===== config.mk =====
export PLATFORM = sky130hd
export DESIGN_NAME = rc_channel_decoder
export DESIGN_NICKNAME = d
export VERILOG_FILES = /design/src/rtl/rc_pkg.sv /design/src/rtl/rc_median3.sv /design/src/rtl/rc_channel_decoder.sv
export SDC_FILE = /design/constraint.sdc
export NUM_CORES = 1
export LEC_CHECK = 0
export ABC_AREA = 1
export CORE_AREA = 2 2 79 81
export CTS_CLUSTER_SIZE = 20
export DETAILED_ROUTE_END_ITERATION = 8
export DIE_AREA = 0 0 81 83
export GPL_ROUTABILITY_DRIVEN = 0
export MAX_ROUTING_LAYER = met4
export PLACE_DENSITY = 0.92
export REMOVE_ABC_BUFFERS = 1
export SKIP_LAST_GASP = 1
export SYNTH_ARGS = -nofsm -noshare
export SYNTH_HDL_FRONTEND = slang
export SYNTH_SLANG_ARGS = --single-unit

===== constraint.sdc =====
create_clock -name i_clk -period 3.9 [get_ports i_clk]
set_input_delay 0.39 -clock i_clk [delete_from_list [all_inputs] [get_ports i_clk]]
set_output_delay 0.39 -clock i_clk [all_outputs]
set_load 0.05 [all_outputs]

===== src/rtl/rc_pkg.sv =====
// Shared RC channel types: link state encoding, pulse-width bus width and a median helper.
// Used by the pulse detector, the channel decoder and the downstream mixer.
package rc_pkg;

    localparam int RC_PW_W = 16;

    typedef enum logic [1:0] {
        RC_NOSIG    = 2'd0,
        RC_ACQ      = 2'd1,
        RC_LOCKED   = 2'd2,
        RC_FAILSAFE = 2'd3
    } rc_state_e;

    typedef enum logic [1:0] {
        EMIT_CONV = 2'd0,
        EMIT_LAST = 2'd1,
        EMIT_FS   = 2'd2
    } rc_emit_e;

    function automatic logic [RC_PW_W-1:0] med3(input logic [RC_PW_W-1:0] a,
                                                input logic [RC_PW_W-1:0] b,
                                                input logic [RC_PW_W-1:0] c);
        logic [RC_PW_W-1:0] lo;
        logic [RC_PW_W-1:0] hi;
        lo = (a < b) ? a : b;
        hi = (a < b) ? b : a;
        if (c < lo) begin
            med3 = lo;
        end else if (c > hi) begin
            med3 = hi;
        end else begin
            med3 = c;
        end
    endfunction

endpackage


===== src/rtl/rc_median3.sv =====
// 3-tap median over the incoming width and the two previous good widths, registered output.
// preload fills every tap with din so the filter starts settled.
module rc_median3
    import rc_pkg::*;
(
    input  logic               clk,
    input  logic               rst_n,
    input  logic               load,
    input  logic               preload,
    input  logic [RC_PW_W-1:0] din,
    output logic [RC_PW_W-1:0] dout
);

    logic [RC_PW_W-1:0] tap0_r;
    logic [RC_PW_W-1:0] tap1_r;
    logic [RC_PW_W-1:0] med_r;

    // Tap history and median result
    always_ff @(posedge clk or negedge rst_n) begin
        if (!rst_n) begin
            tap0_r <= {RC_PW_W{1'b0}};
            tap1_r <= {RC_PW_W{1'b0}};
            med_r  <= {RC_PW_W{1'b0}};
        end else if (preload) begin
            tap0_r <= din;
            tap1_r <= din;
            med_r  <= din;
        end else if (load) begin
            tap0_r <= din;
            tap1_r <= tap0_r;
            med_r  <= med3(din, tap0_r, tap1_r);
        end
    end

    assign dout = med_r;

endmodule


===== src/rtl/rc_channel_decoder.sv =====
// RC channel decoder: validates detector pulse widths, tracks lock/failsafe and streams a
// centred, clamped signed value. Define RC_DEC_MEDIAN3_EN to add a 3-tap median filter.
module rc_channel_decoder
    import rc_pkg::*;
#(
    parameter int                 MIN_TICKS      = 1600,
    parameter int                 MAX_TICKS      = 4400,
    parameter int                 CENTER_TICKS   = 3000,
    parameter int                 HALF_SPAN      = 1000,
    parameter int                 LOCK_COUNT     = 4,
    parameter int                 MISS_LIMIT     = 3,
    parameter int                 TIMEOUT_TICKS  = 100000,
    parameter logic [RC_PW_W-1:0] FAILSAFE_VALUE = 16'h0000
) (
    input  logic               i_clk,
    input  logic               i_rst_n,
    input  logic [RC_PW_W-1:0] i_pulse_width,
    input  logic               i_pw_stb,
    output logic               o_valid,
    input  logic               i_ready,
    output logic [RC_PW_W-1:0] o_value,
    output logic [1:0]         o_state,
    output logic               o_failsafe,
    output logic               o_overrun
);

    localparam int LOCK_W = $clog2(LOCK_COUNT + 1);
    localparam int MISS_W = $clog2(MISS_LIMIT + 1);
    localparam int TMO_W  = $clog2(TIMEOUT_TICKS + 1);
    localparam int DW     = RC_PW_W + 1;
    localparam logic signed [DW-1:0] CENTER_S = DW'(CENTER_TICKS);
    localparam logic signed [DW-1:0] SPAN_S   = DW'(HALF_SPAN);

    rc_state_e          state_r, state_nx_s;
    logic [LOCK_W-1:0]  lock_r, lock_nx_s;
    logic [MISS_W-1:0]  miss_r, miss_nx_s;
    logic [TMO_W-1:0]   tmo_cnt_r;
    logic               failsafe_r, valid_r, overrun_r;
    logic [RC_PW_W-1:0] value_r, last_good_r, value_s, conv_w_s;
    logic               timeout_s, pulse_good_s, pulse_bad_s, lock_hit_s, miss_hit_s;
    logic               emit_s, emit_en_s;
    rc_emit_e           kind_s, kind_en_s;

    function automatic logic [RC_PW_W-1:0] to_value(input logic [RC_PW_W-1:0] w);
        logic signed [DW-1:0] d;
        logic signed [DW-1:0] q;
        d = $signed({1'b0, w}) - CENTER_S;
        if (d > SPAN_S) begin
            q = SPAN_S;
        end else if (d < -SPAN_S) begin
            q = -SPAN_S;
        end else begin
            q = d;
        end
        return q[RC_PW_W-1:0];
    endfunction

    assign pulse_good_s = i_pw_stb && (i_pulse_width >= RC_PW_W'(MIN_TICKS))
                                   && (i_pulse_width <= RC_PW_W'(MAX_TICKS));
    assign pulse_bad_s  = i_pw_stb && !pulse_good_s;
    assign timeout_s    = !i_pw_stb && (tmo_cnt_r == TMO_W'(TIMEOUT_TICKS - 1));
    assign lock_hit_s   = (lock_r + LOCK_W'(1)) == LOCK_W'(LOCK_COUNT);
    assign miss_hit_s   = (miss_r + MISS_W'(1)) == MISS_W'(MISS_LIMIT);

    // Link FSM: next state, counters and what to emit for this pulse or timeout
    always_comb begin
        state_nx_s = state_r;
        lock_nx_s  = lock_r;
        miss_nx_s  = miss_r;
        emit_s     = 1'b0;
        kind_s     = EMIT_CONV;
        if (i_pw_stb || timeout_s) begin
            case (state_r)
                RC_NOSIG: begin
                    if (pulse_good_s) begin
                        state_nx_s = RC_ACQ;
                        lock_nx_s  = LOCK_W'(1);
                    end else begin
                        lock_nx_s  = LOCK_W'(0);
                    end
                end
                RC_ACQ, RC_FAILSAFE: begin
                    if (pulse_good_s && lock_hit_s) begin
                        state_nx_s = RC_LOCKED;
                        lock_nx_s  = LOCK_W'(0);
                        miss_nx_s  = MISS_W'(0);
                        emit_s     = 1'b1;
                    end else if (pulse_good_s) begin
                        lock_nx_s  = lock_r + LOCK_W'(1);
                    end else if (state_r == RC_ACQ) begin
                        state_nx_s = RC_NOSIG;
                        lock_nx_s  = LOCK_W'(0);
                    end else if (pulse_bad_s) begin
                        lock_nx_s  = LOCK_W'(0);
                    end else begin
                        lock_nx_s  = lock_r;
                    end
                end
                RC_LOCKED: begin
                    if (pulse_good_s) begin
                        emit_s     = 1'b1;
                        miss_nx_s  = MISS_W'(0);
                    end else if (pulse_bad_s && !miss_hit_s) begin
                        emit_s     = 1'b1;
                        kind_s     = EMIT_LAST;
                        miss_nx_s  = miss_r + MISS_W'(1);
                    end else begin
                        // miss limit reached or link timed out
                        state_nx_s = RC_FAILSAFE;
                        emit_s     = 1'b1;
                        kind_s     = EMIT_FS;
                        lock_nx_s  = LOCK_W'(0);
                        miss_nx_s  = MISS_W'(0);
                    end
                end
                default: begin
                    state_nx_s = RC_NOSIG;
                    lock_nx_s  = LOCK_W'(0);
                    miss_nx_s  = MISS_W'(0);
                end
            endcase
        end else begin
            state_nx_s = state_r;
        end
    end

`ifdef RC_DEC_MEDIAN3_EN
    logic     emit_d_r;
    rc_emit_e kind_d_r;
    logic     load_s, preload_s;

    assign preload_s = emit_s && (kind_s == EMIT_CONV) && (state_r != RC_LOCKED);
    assign load_s    = emit_s && (kind_s == EMIT_CONV) && (state_r == RC_LOCKED);

    rc_median3 u_median3 (
        .clk     (i_clk),
        .rst_n   (i_rst_n),
        .load    (load_s),
        .preload (preload_s),
        .din     (i_pulse_width),
        .dout    (conv_w_s)
    );

    // Delay the emit decision to line up with the registered median
    always_ff @(posedge i_clk or negedge i_rst_n) begin
        if (!i_rst_n) begin
            emit_d_r <= 1'b0;
            kind_d_r <= EMIT_CONV;
        end else begin
            emit_d_r <= emit_s;
            kind_d_r <= kind_s;
        end
    end

    assign emit_en_s = emit_d_r;
    assign kind_en_s = kind_d_r;
`else
    assign emit_en_s = emit_s;
    assign kind_en_s = kind_s;
    assign conv_w_s  = i_pulse_width;
`endif

    // Select the value for the outgoing sample
    always_comb begin
        value_s = FAILSAFE_VALUE;
        case (kind_en_s)
            EMIT_CONV: value_s = to_value(conv_w_s);
            EMIT_LAST: value_s = last_good_r;
            EMIT_FS:   value_s = FAILSAFE_VALUE;
            default:   value_s = FAILSAFE_VALUE;
        endcase
    end

    // Link state, counters and the timeout timer
    always_ff @(posedge i_clk or negedge i_rst_n) begin
        if (!i_rst_n) begin
            state_r    <= RC_NOSIG;
            lock_r     <= LOCK_W'(0);
            miss_r     <= MISS_W'(0);
            tmo_cnt_r  <= TMO_W'(0);
            failsafe_r <= 1'b0;
        end else begin
            state_r    <= state_nx_s;
            lock_r     <= lock_nx_s;
            miss_r     <= miss_nx_s;
            failsafe_r <= (state_nx_s == RC_FAILSAFE);
            if (i_pw_stb || timeout_s) begin
                tmo_cnt_r <= TMO_W'(0);
            end else begin
                tmo_cnt_r <= tmo_cnt_r + TMO_W'(1);
            end
        end
    end

    // Output stream register with valid/ready hold and sticky overrun
    always_ff @(posedge i_clk or negedge i_rst_n) begin
        if (!i_rst_n) begin
            valid_r     <= 1'b0;
            value_r     <= {RC_PW_W{1'b0}};
            overrun_r   <= 1'b0;
            last_good_r <= {RC_PW_W{1'b0}};
        end else begin
            if (emit_en_s) begin
                valid_r <= 1'b1;
                value_r <= value_s;
                if (valid_r && !i_ready) begin
                    overrun_r <= 1'b1;
                end
            end else if (valid_r && i_ready) begin
                valid_r <= 1'b0;
            end
            if (emit_en_s && (kind_en_s == EMIT_CONV)) begin
                last_good_r <= value_s;
            end
        end
    end

    assign o_valid    = valid_r;
    assign o_value    = value_r;
    assign o_state    = state_r;
    assign o_failsafe = failsafe_r;
    assign o_overrun  = overrun_r;

endmodule


==> metrics.log, run 1 <==
INFO  metric track_usage = 26.8%
INFO  metric grt_setup_unrepaired = false
INFO  metric cts-htree-levels = 3
INFO  metric p_leak = 2.14 nW
INFO  metric ff_latch_area = 1480 µm²
INFO  metric core_area = 5820 µm²
INFO  metric clk_root_buffer_cell = clkbuf_8
INFO  metric setup_total_negative_slack = 0 ps
INFO  metric cts_tree = yes
INFO  metric grt_first_pass_wirelength = 14,100 µm
INFO  metric yosys_most_used_dff = dfrtp_1
INFO  metric grt_pass1_vias = 3,252
INFO  metric post_route_core_utilization = 71.7%
INFO  metric ir_drop = 526 µV
INFO  metric yosys.cell_types.count = 36
INFO  metric cts_max_path_buffers = 2
INFO  metric effective_utilization_at_floorplan = 60.5%
INFO  metric final.period_utilization = 72.6%
INFO  metric report.final.setup_viol = 0
INFO  metric initialDrtViolationCount = 245
INFO  metric final_antenna_net_count = 0
INFO  metric critical_path.cell_chain = clkdlybuf4s50_1, inv_1, nand2_1, nor2_1, o211ai_1, nand2_1, nand2_1, nand2_4, o21ai_4, nand3_4, nor2_4, inv_2, nand2_1, nand2_1
INFO  metric synth.ff_latch_count = 59
INFO  metric syn_area = 3520 µm²
INFO  metric critPathLaunchType = input pin
INFO  metric crit_path_max_fanout = 22
INFO  metric cts_repair_resize_count = 0
INFO  metric rows = 28
INFO  metric worstMarginPinSlew = 727 ps
INFO  metric route.detailed.wl_per_inst = 12.8 µm
INFO  metric die_area = 6720 µm²
INFO  metric first_pass_iters = 6
INFO  metric clk-insertion-delay-late = 330 ps
INFO  metric timing.fmax = 353 MHz
INFO  metric ioPinCount = 41
INFO  metric post-layout-total-power = 0.00206 W
INFO  metric syn_avg_cell_area = 6.98 µm²
INFO  metric fp.dieH = 83 µm
INFO  metric synth.most_common_cell = nand2_1
INFO  metric path_clk_slew = 70 ps
INFO  metric fraction_of_the_yosys_area_taken_by_sequential_cells = 42.0%
INFO  metric synth_edf_count = 0
INFO  metric final-hold-violation-count = 0
INFO  metric avgViaCountPerCell = 5.37
INFO  metric maximum_number_of_pins_on_one_net_before_global_route_repair = 60
INFO  metric multi_input_area = 1750 µm²
INFO  metric gr-total-overflow = 0
INFO  metric power.density_cell_area = 494 nW/µm²
INFO  metric post-synth-top-area-fraction = 42.0%
INFO  metric synth_top_cell_by_area = dfrtp_1
INFO  metric period_minus_slack = 2830 ps
INFO  metric postCtsSetupRepairBufs = 0
INFO  metric result_of_the_run = finished, final reports clean
INFO  metric cpMaxStageDelayCell = clkdlybuf4s50_1
INFO  metric netlist_instances = 504
INFO  metric reg2reg_depth = 10
INFO  metric tritoncts.num_buffers = 9
INFO  metric worstSetupPathType = in2reg
INFO  metric design.final.nets = 575
INFO  metric synth_area_leaders = dfrtp_1, nand2_1, inv_1
INFO  metric maxCapViolations = 0
INFO  metric antenna_violations_before_repair = 0
INFO  metric crit-reg2reg-launch = tmo_cnt_r[0]
INFO  metric cp_data_arrival_time = 3050 ps
INFO  metric wirelength = 8040 µm
INFO  metric drc = 0
INFO  metric most_prevalent_standard_cell_on_the_critical_path = nand2_1
INFO  metric numClockSinks = 59
INFO  metric timing_max_transition_violations_final = 0
INFO  metric fraction_of_layout_instances_using_a_drive_strength_above_1 = 7.05%
INFO  metric max_stage_delay = 720 ps
INFO  metric required = 4120 ps
INFO  metric r2r_slack = 1180 ps
INFO  metric yosys_warnings = 0
INFO  metric skew = 6.21 ps
INFO  metric area.growth.synth_to_final = 18.5%
INFO  metric final.fill_count = 467
INFO  metric hold_buffers = 0
INFO  metric holdCritPathClass = in2async
INFO  metric reg2reg_to = last_good_r[5]
INFO  metric async_reset_ff_share = 100%
INFO  metric timing.slew.headroom = 51.5%
INFO  metric cp-end-kind = register
INFO  metric dp.final_hpwl = 5950 µm
INFO  metric num_vias = 3,370
INFO  metric io_buffer_count = 40
INFO  metric n_antenna_cell = 0
INFO  metric die_width = 81 µm
INFO  metric post_synth_most_frequent_cells = nand2_1, dfrtp_1, inv_1
-- cell families (layout without fill, tap and decap cells) --
family,count (synthesis),after routing,share of synthesized area (%)
AND/OR/NAND/NOR,319,319,39.2
buffers and inverters,70,119,8.29
flip-flops,59,59,42.0
AO/OA/AOI/OAI,48,48,7.86
adder cells (fa/ha/maj),7,7,2.49
XOR/XNOR,1,1,0.249
-- how the worst max path moves through the flow --
stage                     end  cells after the start  slack (ps)        startpoint
2_1_floorplan  last_good_r[3]                     10        1770      tmo_cnt_r[0]
3_3_place_gp   last_good_r[9]                     14         910  i_pulse_width[7]
3_5_place_dp   last_good_r[5]                     14         780  i_pulse_width[7]
4_1_cts        last_good_r[5]                     14        1120  i_pulse_width[7]
5_1_grt        last_good_r[4]                     14         740  i_pulse_width[7]
6_report       last_good_r[5]                     14        1070  i_pulse_width[7]
-- layer usage --
metal	up-vias	track usage, %	wire length, µm
li1	1681	-	-
met1	1573	32.6	3380
met2	105	45.7	4160
met3	11	5.65	411
met4	0	5.86	92
met5	-	-	0
-- cell type report --
cell class,count,area share [%]
flip-flops and latches,59,35.4
multi-input cells,375,42.0
clock buffers,12,3.96
well taps,75,2.25
repair buffers,41,9.66
clock inverters,4,1.14
inverters,62,5.58
-- layout by cell type, fill, tap and decap left out, types with 8 or more instances in the layout --
master,instances
nand2_1,204
dfrtp_1,59
inv_1,55
nor2_1,47
clkdlybuf4s50_1,39
nand3_1,32
o21ai_0,22
a21oi_1,12
clkbuf_8,12
nand4_1,9
nor3_1,8
-- where the power goes --
part	switching [W]	leakage, nW	internal, W
registers	0.0000740	0.768	0.000741
clock network	0.000240	0.108	0.000345
logic	0.000445	1.26	0.000214
-- state kept, by name (all words and copies together), names as in the netlist --
signal / flops
last_good_r: 16
lock_r: 3
miss_r: 2
o_failsafe: 1
o_overrun: 1
o_state: 2
o_valid: 1
o_value: 16
tmo_cnt_r: 17
-- worst max-delay path, delay by kind of cell --
family,cells,cell delay [ps]
AND/OR/NAND/NOR,9,1320
AO/OA/AOI/OAI,2,320
buffers and inverters,3,1000
-- metrics by stage --
stage | cell area, µm² | hold WS (ps) | setup WS (ps) | std cells
final | 4170 | 203 | 1070 | 628
after global routing | 4170 | 259 | 739 | 628
after CTS | 4170 | 215 | 1120 | 628
after detailed placement | 3960 | 462 | 776 | 612
after global placement | 3960 | 458 | 907 | 612
after floorplan | 3460 | 94.4 | 1770 | 496
Note: power is estimated with default switching activity, not from simulation.
==> run 2, diff against run 1 <==
--- a/config.mk
+++ b/config.mk
@@ -6,13 +6,13 @@
 export NUM_CORES = 1
 export LEC_CHECK = 0
 export ABC_AREA = 1
-export CORE_AREA = 2 2 79 81
+export CORE_AREA = 2 2 83 85
 export CTS_CLUSTER_SIZE = 20
 export DETAILED_ROUTE_END_ITERATION = 8
-export DIE_AREA = 0 0 81 83
+export DIE_AREA = 0 0 85 87
 export GPL_ROUTABILITY_DRIVEN = 0
 export MAX_ROUTING_LAYER = met4
-export PLACE_DENSITY = 0.92
+export PLACE_DENSITY = 0.85
 export REMOVE_ABC_BUFFERS = 1
 export SKIP_LAST_GASP = 1
 export SYNTH_ARGS = -nofsm -noshare
==> constraint.sdc (replaced) <==
create_clock -name i_clk -period 2.8 [get_ports i_clk]
set_input_delay 0.28 -clock i_clk [delete_from_list [all_inputs] [get_ports i_clk]]
set_output_delay 0.28 -clock i_clk [all_outputs]
set_load 0.05 [all_outputs]
==> run 2 against run 1 <==
Compared with the run above: die area rose by 10%; sequential power rose by 39%; worst setup slack got worse by 600 ps; critical path type unchanged; critical endpoint is now last_good_r[0]; largest cell class unchanged; largest power group unchanged.
==> metrics.log, run 2 (synthesis results as in run 1) <==
INFO  metric gr-total-overflow = 0 (unchanged)
INFO  metric ir_drop = 617 µV (+17%)
INFO  metric crit_path_max_fanout = 12 (-45%)
INFO  metric result_of_the_run = finished, final reports clean
INFO  metric max_stage_delay = 640 ps (-80 ps)
INFO  metric fp.dieH = 87 µm (+4.8%)
INFO  metric area.growth.synth_to_final = 18.8%
INFO  metric initialDrtViolationCount = 203 (-17%)
INFO  metric postCtsSetupRepairBufs = 0 (unchanged)
INFO  metric cp-end-kind = register
INFO  metric period_minus_slack = 2330 ps
INFO  metric cp_data_arrival_time = 2560 ps (-490 ps)
INFO  metric clk-insertion-delay-late = 340 ps (about the same)
INFO  metric reg2reg_depth = 11 (+1)
INFO  metric regMostFlops = tmo_cnt_r
INFO  metric cpMaxStageDelayCell = clkdlybuf4s50_1
INFO  metric dp.cells = 621 (+1.5%)
INFO  metric timing_max_transition_violations_final = 0 (unchanged)
INFO  metric setup_total_negative_slack = 0 ps (unchanged)
INFO  metric design.final.nets = 579 (+0.70%)
INFO  metric tritoncts.num_buffers = 9 (unchanged)
INFO  metric grt_pass1_vias = 3,146 (-3.3%)
INFO  metric ioPinCount = 41 (unchanged)
INFO  metric final-hold-violation-count = 0 (unchanged)
INFO  metric number_of_flip_flops_in_the_largest_register = 17 (unchanged)
INFO  metric hold_buffers = 0 (unchanged)
INFO  metric fraction_of_layout_instances_using_a_drive_strength_above_1 = 7.39% (+0.33 points)
INFO  metric n_antenna_cell = 0 (unchanged)
INFO  metric post-layout-total-power = 0.00277 W (+35%)
INFO  metric fin_area = 4180 µm² (+0.24%)
INFO  metric post_dp_cell_area = 3990 µm² (+0.92%)
INFO  metric io_buffer_count = 40 (unchanged)
INFO  metric cts_tree = yes
INFO  metric cts-htree-levels = 3 (unchanged)
INFO  metric startpoint = i_pulse_width[11]
INFO  metric core_area = 6570 µm² (+13%)
INFO  metric path_clk_slew = 70 ps (about the same)
INFO  metric numClockSinks = 59 (unchanged)
INFO  metric cts_max_path_buffers = 2 (unchanged)
INFO  metric antenna_violations_before_repair = 0 (unchanged)
INFO  metric power.density_cell_area = 664 nW/µm² (+34%)
INFO  metric effective_utilization_at_floorplan = 53.6% (-6.9 points)
INFO  metric most_prevalent_standard_cell_on_the_critical_path = nand2_1
INFO  metric reg2reg_to = last_good_r[0]
INFO  metric final.period_utilization = 83.2%
INFO  metric skew = 9.58 ps (+3.37 ps)
INFO  metric avgViaCountPerCell = 5.37 (about the same)
INFO  metric route.detailed.wl_per_inst = 12.5 µm (-2.1%)
INFO  metric crit-reg2reg-launch = tmo_cnt_r[0]
INFO  metric num_vias = 3,409 (+1.2%)
INFO  metric cts_repair_resize_count = 0 (unchanged)
INFO  metric holdCritPathClass = in2async
INFO  metric critPathTopFamily = simple AND/OR/NAND/NOR gates
INFO  metric rows = 30 (+7.1%)
INFO  metric mostFrequentLayoutCell = nand2_1
INFO  metric timing.fmax = 429 MHz
INFO  metric first_pass_iters = 7 (+1)
INFO  metric die_area = 7400 µm² (+10%)
INFO  metric p_leak = 2.14 nW (+0.21%)
INFO  metric maxCapViolations = 0 (unchanged)
INFO  metric grt_first_pass_wirelength = 13,700 µm (-2.6%)
INFO  metric hold_slack = 64.6 ps (-139 ps)
INFO  metric critPathLaunchType = input pin
INFO  metric maximum_number_of_pins_on_one_net_before_global_route_repair = 43 (-28%)
INFO  metric report.final.setup_viol = 0 (unchanged)
INFO  metric worstSetupPathType = in2reg
INFO  metric wirelength = 7960 µm (-1.0%)
INFO  metric grt_setup_unrepaired = false
INFO  metric clk_root_buffer_cell = clkbuf_8
INFO  metric drc = 0 (unchanged)
INFO  metric die_width = 85 µm (+4.9%)
INFO  metric path_depth = 13 (-1)
INFO  metric critical_path_buf_inv_count = 3 (unchanged)
INFO  metric filler_free_cell_count_of_the_finished_design = 635 (+1.1%)
INFO  metric timing.slew.headroom = 40.8% (-11 points)
INFO  metric r2r_slack = 550 ps (-630 ps)
INFO  metric track_usage = 23.6% (-3.2 points)
INFO  metric critical_path.cell_chain = clkdlybuf4s50_1, nor2_4, nand2_1, a211oi_1, nand2_1, nand2_1, nand2_4, nand3_2, inv_1, nor2_4, inv_2, nand2_1, nand2_1
INFO  metric most-common-layout-cells = nand2_1, dfrtp_1, inv_1, nor2_1, clkdlybuf4s50_1
INFO  metric worstMarginPinSlew = 888 ps (+162 ps)
INFO  metric final_antenna_net_count = 0 (unchanged)
INFO  metric required = 3030 ps (-1090 ps)
INFO  metric cp_endpoint = last_good_r[0]
INFO  metric dp.final_hpwl = 5930 µm (-0.41%)
==> run 2: final cells by class <==
| class | instances | area [µm²] |
|---|---|---|
| tap | 80 | 100 |
| sequential | 59 | 1480 |
| timing repair buffer | 45 | 433 |
| clock buffer | 13 | 179 |
| multi-input combinational | 375 | 1750 |
| fill | 561 | 2390 |
| inverter | 62 | 233 |
| clock inverter | 1 | 7.51 |
==> run 2: per-stage QoR <==
step                worst slack (ps)  utilization, %
floorplan                        672               -
global placement                 202            60.8
detailed placement               174            60.8
CTS                              519            63.6
global route                     268            63.6
finish                           469            63.6
==> run 2: worst min-delay path by stage <==
| stage | endpoint | from | cells after the start |
|---|---|---|---|
| floorplan | last_good_r[0] | i_rst_n | 0 |
| global placement | tmo_cnt_r[2] | i_rst_n | 1 |
| detailed placement | tmo_cnt_r[2] | i_rst_n | 1 |
| CTS | lock_r[1] | i_rst_n | 1 |
| global route | tmo_cnt_r[2] | i_rst_n | 1 |
| finish | tmo_cnt_r[2] | i_rst_n | 1 |
==> run 2: per-layer routing <==
metal / up-vias / wire (µm) / track usage [%]
li1: 1688 / - / -
met5: - / 0 / -
met2: 116 / 3950 / 39.3
met1: 1596 / 3460 / 29.2
met3: 9 / 486 / 4.93
met4: 0 / 66 / 6.93
==> run 2: where the power goes <==
part / internal [W] / switching, W / total (W)
clock network: 0.000408 / 0.000312 / 0.000720
registers: 0.00103 / 0.0000993 / 0.00113
logic: 0.000304 / 0.000618 / 0.000922
==> run 3, diff against run 2 <==
==> constraint.sdc (replaced) <==
create_clock -name i_clk -period 2.2 [get_ports i_clk]
set_input_delay 0.22 -clock i_clk [delete_from_list [all_inputs] [get_ports i_clk]]
set_output_delay 0.22 -clock i_clk [all_outputs]
set_load 0.05 [all_outputs]
==> run 3 against run 2 <==
Compared with the run above: clock skew decreased by 1.2 ps; non-clock buffer count increased by 44; global-route usage increased by 2.3 points; power increased by 33%; core utilization increased by 5.8 points; sequential share of layout area decreased by 3.0 points; die area unchanged; combinational power increased by 37%; highest routed layer unchanged.
==> metrics.log, run 3 (synthesis results as in run 1) <==
INFO  metric result_of_the_run = finished, final reports clean
INFO  metric maxCapViolations = 0 (unchanged)
INFO  metric ioPinCount = 41 (unchanged)
INFO  metric final.period_utilization = 93.3%
INFO  metric drc = 0 (unchanged)
INFO  metric dp.final_hpwl = 6490 µm (+9.4%)
INFO  metric design.final.nets = 623 (+7.6%)
INFO  metric initialDrtViolationCount = 240 (+18%)
INFO  metric numClockSinks = 59 (unchanged)
INFO  metric p_clk_share = 26.7% (+0.8 points)
INFO  metric period_minus_slack = 2050 ps
INFO  metric worstSetupPathType = in2reg
INFO  metric skew = 8.43 ps (-1.15 ps)
INFO  metric clk-insertion-delay-late = 350 ps (about the same)
INFO  metric power.sequential.fraction = 39.1% (-1.7 points)
INFO  metric holdCritPathClass = in2reg
INFO  metric io_buffer_count = 40 (unchanged)
INFO  metric gr-total-overflow = 0 (unchanged)
INFO  metric fraction_of_layout_instances_using_a_drive_strength_above_1 = 15.3% (+7.9 points)
INFO  metric startpoint = i_pulse_width[3]
INFO  metric tritoncts.num_buffers = 9 (unchanged)
INFO  metric power.density_cell_area = 809 nW/µm² (+22%)
INFO  metric avgViaCountPerCell = 5.14 (-4.2%)
INFO  metric mostFrequentLayoutCell = nand2_1
INFO  metric required = 2480 ps (-550 ps)
INFO  metric die_area = 7400 µm² (unchanged)
INFO  metric critPathTopFamily = simple AND/OR/NAND/NOR gates
INFO  metric effective_utilization_at_floorplan = 53.6% (unchanged)
INFO  metric cp_data_arrival_time = 2330 ps (-230 ps)
INFO  metric cpMaxStageDelayCell = clkdlybuf4s50_1
INFO  metric track_usage = 25.9% (+2.3 points)
INFO  metric cts_max_path_buffers = 2 (unchanged)
INFO  metric report.final.setup_viol = 0 (unchanged)
INFO  metric critical_path.cell_chain = clkdlybuf4s50_1, ha_1, nand2_1, nand2_2, nand3_2, nand2_1, nand2_1, nand2_1, nor2_1, nand2_1, nor2_1, nand2_1, nand2_1, nand2_1, o21ai_1, nand2_1, nand2_1
INFO  metric dp.cells = 664 (+6.9%)
INFO  metric timing.slew.headroom = 48.2% (+7.4 points)
INFO  metric crit_path_max_fanout = 5 (-7)
INFO  metric most-common-layout-cells = nand2_1, dfrtp_1, inv_1, buf_4, nor2_1
INFO  metric final-hold-violation-count = 0 (unchanged)
INFO  metric clk_root_buffer_cell = clkbuf_8
INFO  metric cts-htree-levels = 3 (unchanged)
INFO  metric min_from = i_ready
INFO  metric internal_power = 0.00231 W (+32%)
INFO  metric grt_first_pass_wirelength = 15,100 µm (+9.8%)
INFO  metric route.detailed.wl_per_inst = 12.7 µm (+1.0%)
INFO  metric grt_pass1_vias = 3,484 (+11%)
INFO  metric num_vias = 3,503 (+2.8%)
INFO  metric critical_path_buf_inv_count = 1 (-2)
INFO  metric filler_free_cell_count_of_the_finished_design = 681 (+7.2%)
INFO  metric p_leak = 2.38 nW (+11%)
INFO  metric final_antenna_net_count = 0 (unchanged)
INFO  metric switching_share = 37.3% (+0.25 points)
INFO  metric maximum_number_of_pins_on_one_net_before_global_route_repair = 37 (-14%)
INFO  metric die_width = 85 µm (unchanged)
INFO  metric cts_tree = yes
INFO  metric antenna_violations_before_repair = 0 (unchanged)
INFO  metric critPathLaunchType = input pin
INFO  metric core_area = 6570 µm² (unchanged)
INFO  metric path_clk_slew = 60 ps (about the same)
INFO  metric grt_setup_unrepaired = true
INFO  metric timing_max_transition_violations_final = 0 (unchanged)
INFO  metric crit-reg2reg-launch = tmo_cnt_r[13]
INFO  metric timing.fmax = 487 MHz
INFO  metric hold_slack = 475 ps (+410 ps)
INFO  metric pwr-share-comb = 34.2% (+1.0 points)
INFO  metric rows = 30 (unchanged)
INFO  metric number_of_flip_flops_in_the_largest_register = 17 (unchanged)
INFO  metric net_sw_power = 0.00138 W (+34%)
INFO  metric setup_total_negative_slack = 0 ps (unchanged)
INFO  metric wirelength = 8630 µm (+8.4%)
INFO  metric first_pass_iters = 4 (-3)
INFO  metric worstMarginPinSlew = 777 ps (-112 ps)
INFO  metric max_stage_delay = 450 ps (-190 ps)
INFO  metric area.growth.synth_to_final = 29.6%
INFO  metric regMostFlops = tmo_cnt_r
INFO  metric fp.dieH = 87 µm (unchanged)
INFO  metric cp-end-kind = register
INFO  metric ir_drop = 941 µV (+53%)
INFO  metric postCtsSetupRepairBufs = 0 (unchanged)
INFO  metric most_prevalent_standard_cell_on_the_critical_path = nand2_1
INFO  metric n_antenna_cell = 0 (unchanged)
==> run 3: worst min-delay path, delay by kind of cell <==
kind | cells | cell delay, ps
buffers and inverters | 2 | 440
and+or+nand+nor | 2 | 110
==> run 3: worst paths after layout <==
| check | end | slack, ps | depth (start not counted) |
|---|---|---|---|
| min in group asynchronous | tmo_cnt_r[2] | 480 | 2 |
| hold / removal | o_valid | 470 | 4 |
| setup reg to reg | last_good_r[7] | 200 | 13 |
| hold reg to reg | o_value[15] | 470 | 2 |
| setup / recovery | last_good_r[0] | 150 | 17 |
| max in group asynchronous | o_value[14] | 1010 | 3 |
==> run 3: power by group through the flow <==
stage | Sequential (W) | Combinational, W | Clock (W)
3_3_place_gp | 0.00145 | 0.00121 | 0
2_1_floorplan | 0.00181 | 0.000401 | 0
4_1_cts | 0.00144 | 0.00126 | 0.000994
5_1_grt | 0.00147 | 0.00137 | 0.00104
6_report | 0.00144 | 0.00126 | 0.000984
3_5_place_dp | 0.00145 | 0.00125 | 0
==> run 3: area by class of cell <==
type / count / area (µm²)
Clock inverter: 5 / 52.6
Timing Repair Buffer: 89 / 778
Tap cell: 80 / 100
Multi-Input combinational cell: 375 / 1780
Inverter: 62 / 233
Fill cell: 533 / 2010
Sequential cell: 59 / 1480
Clock buffer: 11 / 141
==> run 3: per-layer routing <==
layer	vias up	routed length [µm]	global-route usage [%]
li1	1781	-	-
met1	1638	3780	30.9
met2	70	4340	43.5
met3	14	377	6.64
met4	0	129	7.36
met5	-	0	-
==> run 3: what timing repair did <==
action                     CTS  global route
hold buffers                 1             0
setup endpoints to repair    0            22
gates resized for setup      0             9
hold endpoints to repair    34             0
==> run 3: per-stage QoR <==
step	power [W]	utilization (%)	instance area, µm²	setup slack, ps
6_report	0.00369	69.4	4560	148
5_1_grt	0.00388	69.4	4560	-43.7
4_1_cts	0.00370	69.0	4530	74.5
3_5_place_dp	0.00271	65.9	4330	-216
3_3_place_gp	0.00266	65.9	4330	-131
2_1_floorplan	0.00221	-	3460	71.8
